## src/rtl/serial_adder_ctrl.sv

```systemverilog
// rtl/serial_adder_ctrl.sv - bit-serial adder: one shared full-add cell sequenced over WIDTH cycles

module half_adder (
    input  logic x,
    input  logic y,
    output logic s,
    output logic c
);
    assign s = x ^ y;
    assign c = x & y;
endmodule

module serial_adder_ctrl #(
    parameter int WIDTH = 8
) (
    input  logic             clk,
    input  logic             rst_n,
    input  logic             start,
    input  logic [WIDTH-1:0] a,
    input  logic [WIDTH-1:0] b,
    output logic             busy,
    output logic             done,
    output logic [WIDTH-1:0] sum,
    output logic             cout
);
    localparam int CW = $clog2(WIDTH);

    typedef enum logic [1:0] {
        IDLE = 2'd0,
        ADD  = 2'd1,
        DONE = 2'd2
    } state_t;

    state_t           state;
    state_t           state_nxt;
    logic [WIDTH-1:0] a_sr;
    logic [WIDTH-1:0] b_sr;
    logic [WIDTH-1:0] res_sr;
    logic             carry;
    logic [CW-1:0]    cnt;
    logic             last_bit;

    logic ha0_s;
    logic ha0_c;
    logic fa_s;
    logic ha1_c;
    logic fa_c;

    // full add = two half adders, carries ORed
    half_adder u_ha0 (.x(a_sr[0]), .y(b_sr[0]), .s(ha0_s), .c(ha0_c));
    half_adder u_ha1 (.x(ha0_s),   .y(carry),   .s(fa_s),  .c(ha1_c));
    assign fa_c = ha0_c | ha1_c;

    assign last_bit = (cnt == CW'(WIDTH - 1));
    assign busy     = (state != IDLE);
    assign done     = (state == DONE);

    always_ff @(posedge clk or negedge rst_n) begin
        if (!rst_n) begin
            state <= IDLE;
        end else begin
            state <= state_nxt;
        end
    end

    always_comb begin
        state_nxt = state;
        case (state)
            IDLE:    if (start) state_nxt = ADD;
            ADD:     if (last_bit) state_nxt = DONE;
            DONE:    state_nxt = IDLE;
            default: state_nxt = IDLE;
        endcase
    end

    always_ff @(posedge clk or negedge rst_n) begin
        if (!rst_n) begin
            a_sr   <= '0;
            b_sr   <= '0;
            res_sr <= '0;
            carry  <= 1'b0;
            cnt    <= '0;
            sum    <= '0;
            cout   <= 1'b0;
        end else begin
            case (state)
                IDLE: begin
                    if (start) begin
                        a_sr  <= a;
                        b_sr  <= b;
                        carry <= 1'b0;
                        cnt   <= '0;
                    end
                end
                ADD: begin
                    a_sr   <= a_sr >> 1;
                    b_sr   <= b_sr >> 1;
                    res_sr <= {fa_s, res_sr[WIDTH-1:1]};
                    carry  <= fa_c;
                    cnt    <= cnt + CW'(1);
                    // the result register alone is not yet complete on this edge
                    if (last_bit) begin
                        sum  <= {fa_s, res_sr[WIDTH-1:1]};
                        cout <= fa_c;
                    end
                end
                default: ;
            endcase
        end
    end
endmodule

```

## config.mk

```make
export PLATFORM = sky130hd
export DESIGN_NAME = serial_adder_ctrl
export DESIGN_NICKNAME = d
export VERILOG_FILES = /design/src/rtl/serial_adder_ctrl.sv
export SDC_FILE = /design/constraint.sdc
export NUM_CORES = 1
export LEC_CHECK = 0
export CORE_MARGIN = 2
export CORE_UTILIZATION = 45
export CTS_BUF_LIST = sky130_fd_sc_hd__clkbuf_16
export DETAILED_ROUTE_END_ITERATION = 10
export GPL_TIMING_DRIVEN = 0
export PLACE_DENSITY = 0.82
export SLEW_MARGIN = 20
export SYNTH_ARGS = -nofsm -noshare
export SYNTH_HDL_FRONTEND = slang
export SYNTH_HIERARCHICAL = 1
export SYNTH_SLANG_ARGS = --single-unit
export TNS_END_PERCENT = 10
```

## constraint.sdc

```tcl
create_clock -name clk -period 1.8 [get_ports clk]
set_clock_uncertainty 0.15 [all_clocks]
set_input_delay 0.36 -clock clk [delete_from_list [all_inputs] [get_ports clk]]
set_output_delay 0.36 -clock clk [all_outputs]
set_load 0.01 [all_outputs]
```

### Word-level counts from Yosys, hierarchy flattened

Cells that the tools add are included.

* word-level logic and storage cells: 36
* flip-flop bits (word level): 39

* add/sub/neg operators: 1
* reduce and logical (&&, ||, !) cells: 6
* eq/ne operators: 5
* bitwise gates (word level): 5
* muxes and demuxes: 11

Operators by type and width (count)
* 8-bit one-hot mux with 2 select lines: 2
* 8-bit 2-to-1 mux: 2
* 3-bit one-hot mux with 2 select lines: 1
* 2-bit AND reduction: 3
* 2-bit 2-to-1 mux: 2
* 2-bit inequality test (second input constant): 2
* 2-bit one-hot mux with 2 select lines: 1
* 2-bit nonzero test: 2
* 3-bit by 1-bit adder with 3-bit output (second input constant): 1
* 3-bit equality test (second input constant): 1
* 3-bit 2-to-1 mux: 1
* 1-bit bitwise AND: 2
* 2-bit by 1-bit equality test with 1-bit output (second input constant): 1
* 2-bit equality test (second input constant): 1
* 2-bit zero test: 1
* 1-bit one-hot mux with 2 select lines: 1
* 1-bit bitwise XOR: 2
* 1-bit 2-to-1 mux: 1
* 1-bit bitwise OR: 1

### Longest topological paths before layout

* depth in word-level cells: 4
* gate-level depth with buffers: 5
* depth with buffers taken out: 4

### Hierarchy

Netlist, hierarchy kept.

By module, submodules not included
* serial_adder_ctrl: area each 1725.4 um^2, cells each 134, times used 1
* half_adder: area each 12.5 um^2, cells each 1, times used 2

### Least setup slack after synthesis

No wires, ideal clock.

* kind: register -> register
* start point: register b_sr[0]
* end point: register cout
* slack: 159 ps
* arrival: 1364 ps
* clock period less this slack: 1641 ps
* stages on the path, launching flop included: 5
* cells stage by stage: dfrtp_1 > ha_1 > ha_1 > or2_2 > mux2_1

* cells in the longest elaborated chain, start to end: 3
* elaborated cells on any way between the ends: 4
* classes of those cells: 4 x bitwise

RTL lines
* start: declaration: line 37 `logic [WIDTH-1:0] b_sr;`
* start signal: assignment: line 97 `b_sr <= b_sr >> 1;`
* 1-bit bitwise XOR: line 9 `assign s = x ^ y;`
* via ha0_s: line 43 `logic ha0_s;`
* 1-bit bitwise AND: line 10 `assign c = x & y;`
* via ha1_c: line 46 `logic ha1_c;`
* 1-bit bitwise OR: line 52 `assign fa_c = ha0_c | ha1_c;`
* end signal: assignment: line 84 `cout <= 1'b0;`
* end signal: assignment: line 104 `cout <= fa_c;`
* end: declaration: line 24 `output logic cout`

The timed path passes the listed nets, and every way through them passes these cells.
A chain may end at the register's enable or synchronous reset.

### Worst setup path after layout

Ends and elaborated chain as after synthesis.

==> metrics.yaml <==
power:
  peakVddDrop_uv: 972
  power_leakage_nw: 1.01
  p_total_mw: 3.96
  cellPowerDensity_nw_per_um2: 1710
detailed_routing:
  routed-via-count: 1237
  drt_pass1_iterations: 4
  routedWlPerCell_um: 16.8
  drcViolationCount: 0
  drt_first_iter_violations: 85
  antenna_left: 0
  routed_wl_mm: 3.80
  viasPerCell: 5.47
place:
  place_congestion: 0.793
  place_ws_ns: -0.235
  placed_cells: 214
  dpl.hpwl_mm: 2.68
  io_buffers: 29
  postPlaceCellArea_um2: 2120
grt:
  grt_max_degree: 21
  grt_pass1_vias: 1359
  grt_pass1_wl_mm: 6.58
  antenna_found_initial: 0
  grt_usage: 0.206
  grt_overflow_total: 0
final_layout:
  final_util: 0.629
  drive_above_1_share: 0.213
  syn_to_final_growth_pct: 32.5
  fin_nets: 200
  multi_input_area_um2: 683
  layout.cells.non_filler: 226
  antenna_cells: 0
  regArea_um2: 952
  fill_cells: 317
  final_area_um2: 2320
floorplan:
  initial_core_util: 0.475
  fp.dieArea_um2: 4400
  core_um2: 3690
  die-height_um: 66.4
  io_pins: 30
  die_x_um: 66.4
  rows: 22
setup_path:
  timing.rr.end: "cout$_DFFE_PN0P_"
  cp-endpoint: "cout$_DFFE_PN0P_"
  cp.required_ns: 1.81
  rr_worst_depth: 4
  crit_path_end_kind: "register"
  crit_fanout: 2
  critPathLaunchType: "register"
  r2r_setup_slack_ns: 0.06
  crit_type: "reg -> reg"
  crit_start: "b_sr[0]$_DFFE_PN0P_"
  r2r_start: "b_sr[0]$_DFFE_PN0P_"
  cp.arrival_ns: 1.75
sta:
  tightest_slew_ns: 0.482
  fmax_mhz: 576
  final.setup.worst_slack_ns: 0.0642
  finalCriticalPeriod_ns: 1.74
  setup_viol: 0
  rsz0062_at_grt: "false"
  drv_slew: 0
  slew_headroom: 0.679
  hold_viol_final: 0
  min_period_over_period: 0.964
yosys:
  ys_types: 29
  synth_cells: 136
  syn-cell-area_um2: 1750
  yosysWarnings: 6
  synth_area_leaders: "dfrtp_1 54%, mux2_1 5.8%, mux2_2 4.5%, nor4b_1 3.5%, a211oi_1 3.0%"
  ys_seq_area_frac: 0.543
  synth_seq_cells: 38
  syn_nets: 159
  postSynthAreaPerCell_um2: 12.9
  yosys.area.top_type: "dfrtp_1"
  netlist.area_leader.share: 0.543
clock_network:
  htree_num_levels: 2
  tritoncts: "built"
  insertion_delay_ns: 0.28
  clock_path_buffers: 2
  clkSlewWorstSetupHoldPaths_ns: 0.05
  clock-sinks: 38
  cts-root-buf: "clkbuf_16"
  numCtsBuffers: 5
run_status:
  status: "completed"
hold_path:
  hp-class: "reg -> reg"
job:
  drv_cap: 0
==> where the power goes <==
part / internal [mW] / switching, mW
registers: 1.27 / 0.245
logic: 0.912 / 0.703
clock network: 0.504 / 0.320
total: 2.69 / 1.27
==> synthesized netlist by cell type, drive strengths merged <==
cell type	number
or3b	1
mux2i	1
o221a	4
nor4b	7
a21oi	1
o21bai	1
inv	12
a22o	3
a211oi	7
mux2	16
dfrtp	38
buf	10
nand2	2
or2	1
o21ba	1
nor2	1
o211ai	1
nand2b	3
a32o	1
nor3b	7
nand3b	1
nor2b	5
or4b	4
ha	4
a222oi	3
clkbuf	1
==> logic make-up (layout without fill, tap and decap cells) <==
| logic type | Yosys count | after routing | share of synthesized area |
|---|---|---|---|
| AND/OR/NAND/NOR | 32 | 32 | 0.137 |
| AO/OA/AOI/OAI | 22 | 22 | 0.113 |
| multiplexers | 17 | 17 | 0.109 |
| adder cells (fa/ha/maj) | 4 | 4 | 0.0286 |
| flip-flops | 38 | 38 | 0.543 |
| buffers and inverters | 23 | 65 | 0.0693 |
==> cells in the final DEF (no fill, tap or decap), drive strengths merged, types with 2 or more instances in the layout <==
cell,n
a211oi,7
a222oi,3
a22o,3
buf,18
clkbuf,5
clkdlybuf4s50,26
clkinv,2
dfrtp,38
ha,4
inv,12
mux2,16
nand2,2
nand2b,3
nor2b,5
nor3b,7
nor4b,7
o221a,4
or4b,4
==> stage by stage <==
stage                     hold slack [ns]  TNS (ns)
after floorplan                   -0.0856         0
after global placement              0.320    -22.20
after detailed placement            0.198     -1.42
after CTS                           0.344         0
after global routing                0.372         0
final                               0.337         0
==> how the worst min path moves through the flow <==
stage	start	to	slack [ns]	depth (start not counted)
global placement	res_sr[1]$_DFFE_PN0P_	sum[0]$_DFFE_PN0P_	0.32	1
detailed placement	rst_n	a_sr[3]$_DFFE_PN0P_	0.20	1
CTS	res_sr[1]$_DFFE_PN0P_	sum[0]$_DFFE_PN0P_	0.34	1
floorplan	rst_n	a_sr[0]$_DFFE_PN0P_	-0.09	0
global route	sum[7]$_DFFE_PN0P_	sum[7]$_DFFE_PN0P_	0.37	1
finish	res_sr[1]$_DFFE_PN0P_	sum[0]$_DFFE_PN0P_	0.34	1
==> per-layer routing <==
layer  share of wire  vias to the layer above  routed length (um)  track usage
li1                -                      575                   -            -
met1            0.40                      626                1530        0.240
met2            0.53                       32                2010        0.361
met3           0.057                        4                 217       0.0716
met4           0.011                        0                  40       0.0510
met5               0                        -                   0            0
==> area by class of cell <==
class	count	area share
repair buffers	34	0.147
plain buffers	11	0.0410
well taps	48	0.0259
inverters	12	0.0194
clock buffers	5	0.0540
multi-input cells	75	0.295
flip-flops and latches	38	0.411
clock inverters	3	0.00702
==> sequential cells by signal (all words and copies together), names as in the netlist <==
signal / flops
a_sr: 8
b_sr: 8
sum: 8
res_sr: 7
cnt: 3
state: 2
carry: 1
cout: 1
==> repair_timing <==
| action | CTS | global route |
|---|---|---|
| gates cloned | 0 | 0 |
| hold buffers | 1 | 0 |
| setup endpoints to repair | 2 | 7 |
| endpoints found under the hold margin | 18 | 0 |
| setup buffers | 3 | 0 |
| pin swaps | 1 | 0 |
| gates resized for setup | 15 | 4 |
==> worst max-delay path: stages (launching register included) <==
cell	delay, ns
dfrtp_1	0.38
ha_1	0.31
ha_1	0.18
or2_2	0.30
mux2_1	0.30
(Power assumes the default switching activity.)
==> patch (same settings) <==
The parameter `WIDTH` goes from 8 to 16.
--- a/src/rtl/serial_adder_ctrl.sv
+++ b/src/rtl/serial_adder_ctrl.sv
@@ -12,5 +12,5 @@
 
 module serial_adder_ctrl #(
-    parameter int WIDTH = 8
+    parameter int WIDTH = 16
 ) (
     input  logic             clk,
Interface: changed (resized a, b and sum); port bits go from 30 to 54. The function was not compared with the original's and may differ.
==> patch against the original RTL <==
Sequential cell count increased by 33; wire length up 92%; setup slack got worse by 0.035 ns; synthesized cell count up 130%; critical path type is now reg -> out; power rose by 80%; design area increased by 85%; synthesized area increased by 84%.
==> patch: results (changes against the original RTL) <==
Power
  – P_leak: 1.94 nW (+92%)

GRT
  – First-pass GRT wire length: 12100 um (+84%)
  – Largest net degree at the start of global routing: 53 (+150%)
  – Vias in the first global route: 2527 (+86%)

Finish
  – Fill count: 551 (+74%)
  – Regs by FF count: a_sr: 16 flops, b_sr: 16 flops, sum: 16 flops
  – Share of layout cells above drive strength 1: 14.7% (-6.6 points)
  – Post-route non-filler standard cell count: 476 (+110%)

Yosys
  – Largest cells by area after synthesis: dfrtp_1 (55%), a22oi_1 (6.8%), nor2b_1 (6.2%)
  – Unique masters post-synth: 24 (-17%)
  – Post-Syn Nets: 344 (+120%)
  – Synthesized instance count: 306 (+130%)
  – Register area share after synthesis: 55.2% (+0.89 points)
  – Top cells by count, synth: dfrtp_1 (71), nand2_1 (53), nor2b_1 (32), o21ai_0 (32)

Run status
  – Outcome: finished clean

Place
  – DPL Wire Length: 4650 um (+73%)
  – I/O Buffers: 53 (+83%)
  – Routability-driven placement congestion ratio: 0.822 (+3.6%)
  – Placed Area: 3890 um^2 (+83%)

CTS
  – H-Tree Depth: 3 (+1)

Route
  – DR WL met2: 3570 um (+78%)
  – Metal-1 WL: 3330 um (+120%)
  – Initial DRC count: 200 (+140%)
  – Total Routed Length: 7300 um (+92%)
  – Met3 WL: 316 um (+46%)

Critical path
  – Crit-path max FO: 3 (+1)
[patch: what timing repair did]
action	4_1_cts	5_1_grt
endpoints found under the hold margin	19	0
buffers inserted	3	1
pin swaps	0	1
endpoints found under the setup margin	2	39
hold buffers	1	0
gates resized for setup	9	12
[patch: cells by family after synthesis]
family | Yosys count | share of synthesized area, %
AO/OA/AOI/OAI | 96 | 17.8
adder cells (fa/ha/maj) | 3 | 1.17
buffers and inverters | 22 | 3.62
flip-flops | 71 | 55.2
multiplexers | 18 | 7.35
AND/OR/NAND/NOR | 96 | 14.8
[patch: layer usage]
layer,track usage (%),vias to the layer above
met5,0,-
met4,9.09,0
met3,4.29,11
met2,30.9,68
met1,27.4,1263
li1,-,1210
[patch: cell type report]
type / count / area share [%]
Multi-Input combinational cell: 213 / 30.8
Tap cell: 96 / 2.80
Timing Repair Buffer: 59 / 14.4
Buffer: 21 / 3.32
Sequential cell: 71 / 41.4
Clock inverter: 7 / 2.04
Clock buffer: 9 / 5.24
[patch: critical path, delay by kind of cell, from the launching register on]
family | cells | cell delay, ns
and+or+nand+nor | 1 | 0.30
DFF | 1 | 0.39
buffers and inverters | 2 | 0.26
[patch: worst min path at each step]
stage / start / depth (start not counted) / slack (ns) / endpoint
after global routing: rst_n / 2 / 0.33 / sum[2]
after floorplan: rst_n / 0 / -0.09 / a_sr[0]
final: rst_n / 2 / 0.31 / sum[2]
after CTS: rst_n / 2 / 0.31 / sum[2]
after global placement: res_sr[1] / 2 / 0.31 / res_sr[1]
after detailed placement: rst_n / 1 / 0.11 / sum[2]
[patch: power breakdown]
group          total [mW]  switching (mW)  leakage [nW]  internal, mW
Sequential           2.67           0.437         0.926          2.23
Clock                1.85           0.652         0.147          1.20
Combinational        2.59            1.28         0.869          1.31
Total                7.11            2.37          1.94          4.74
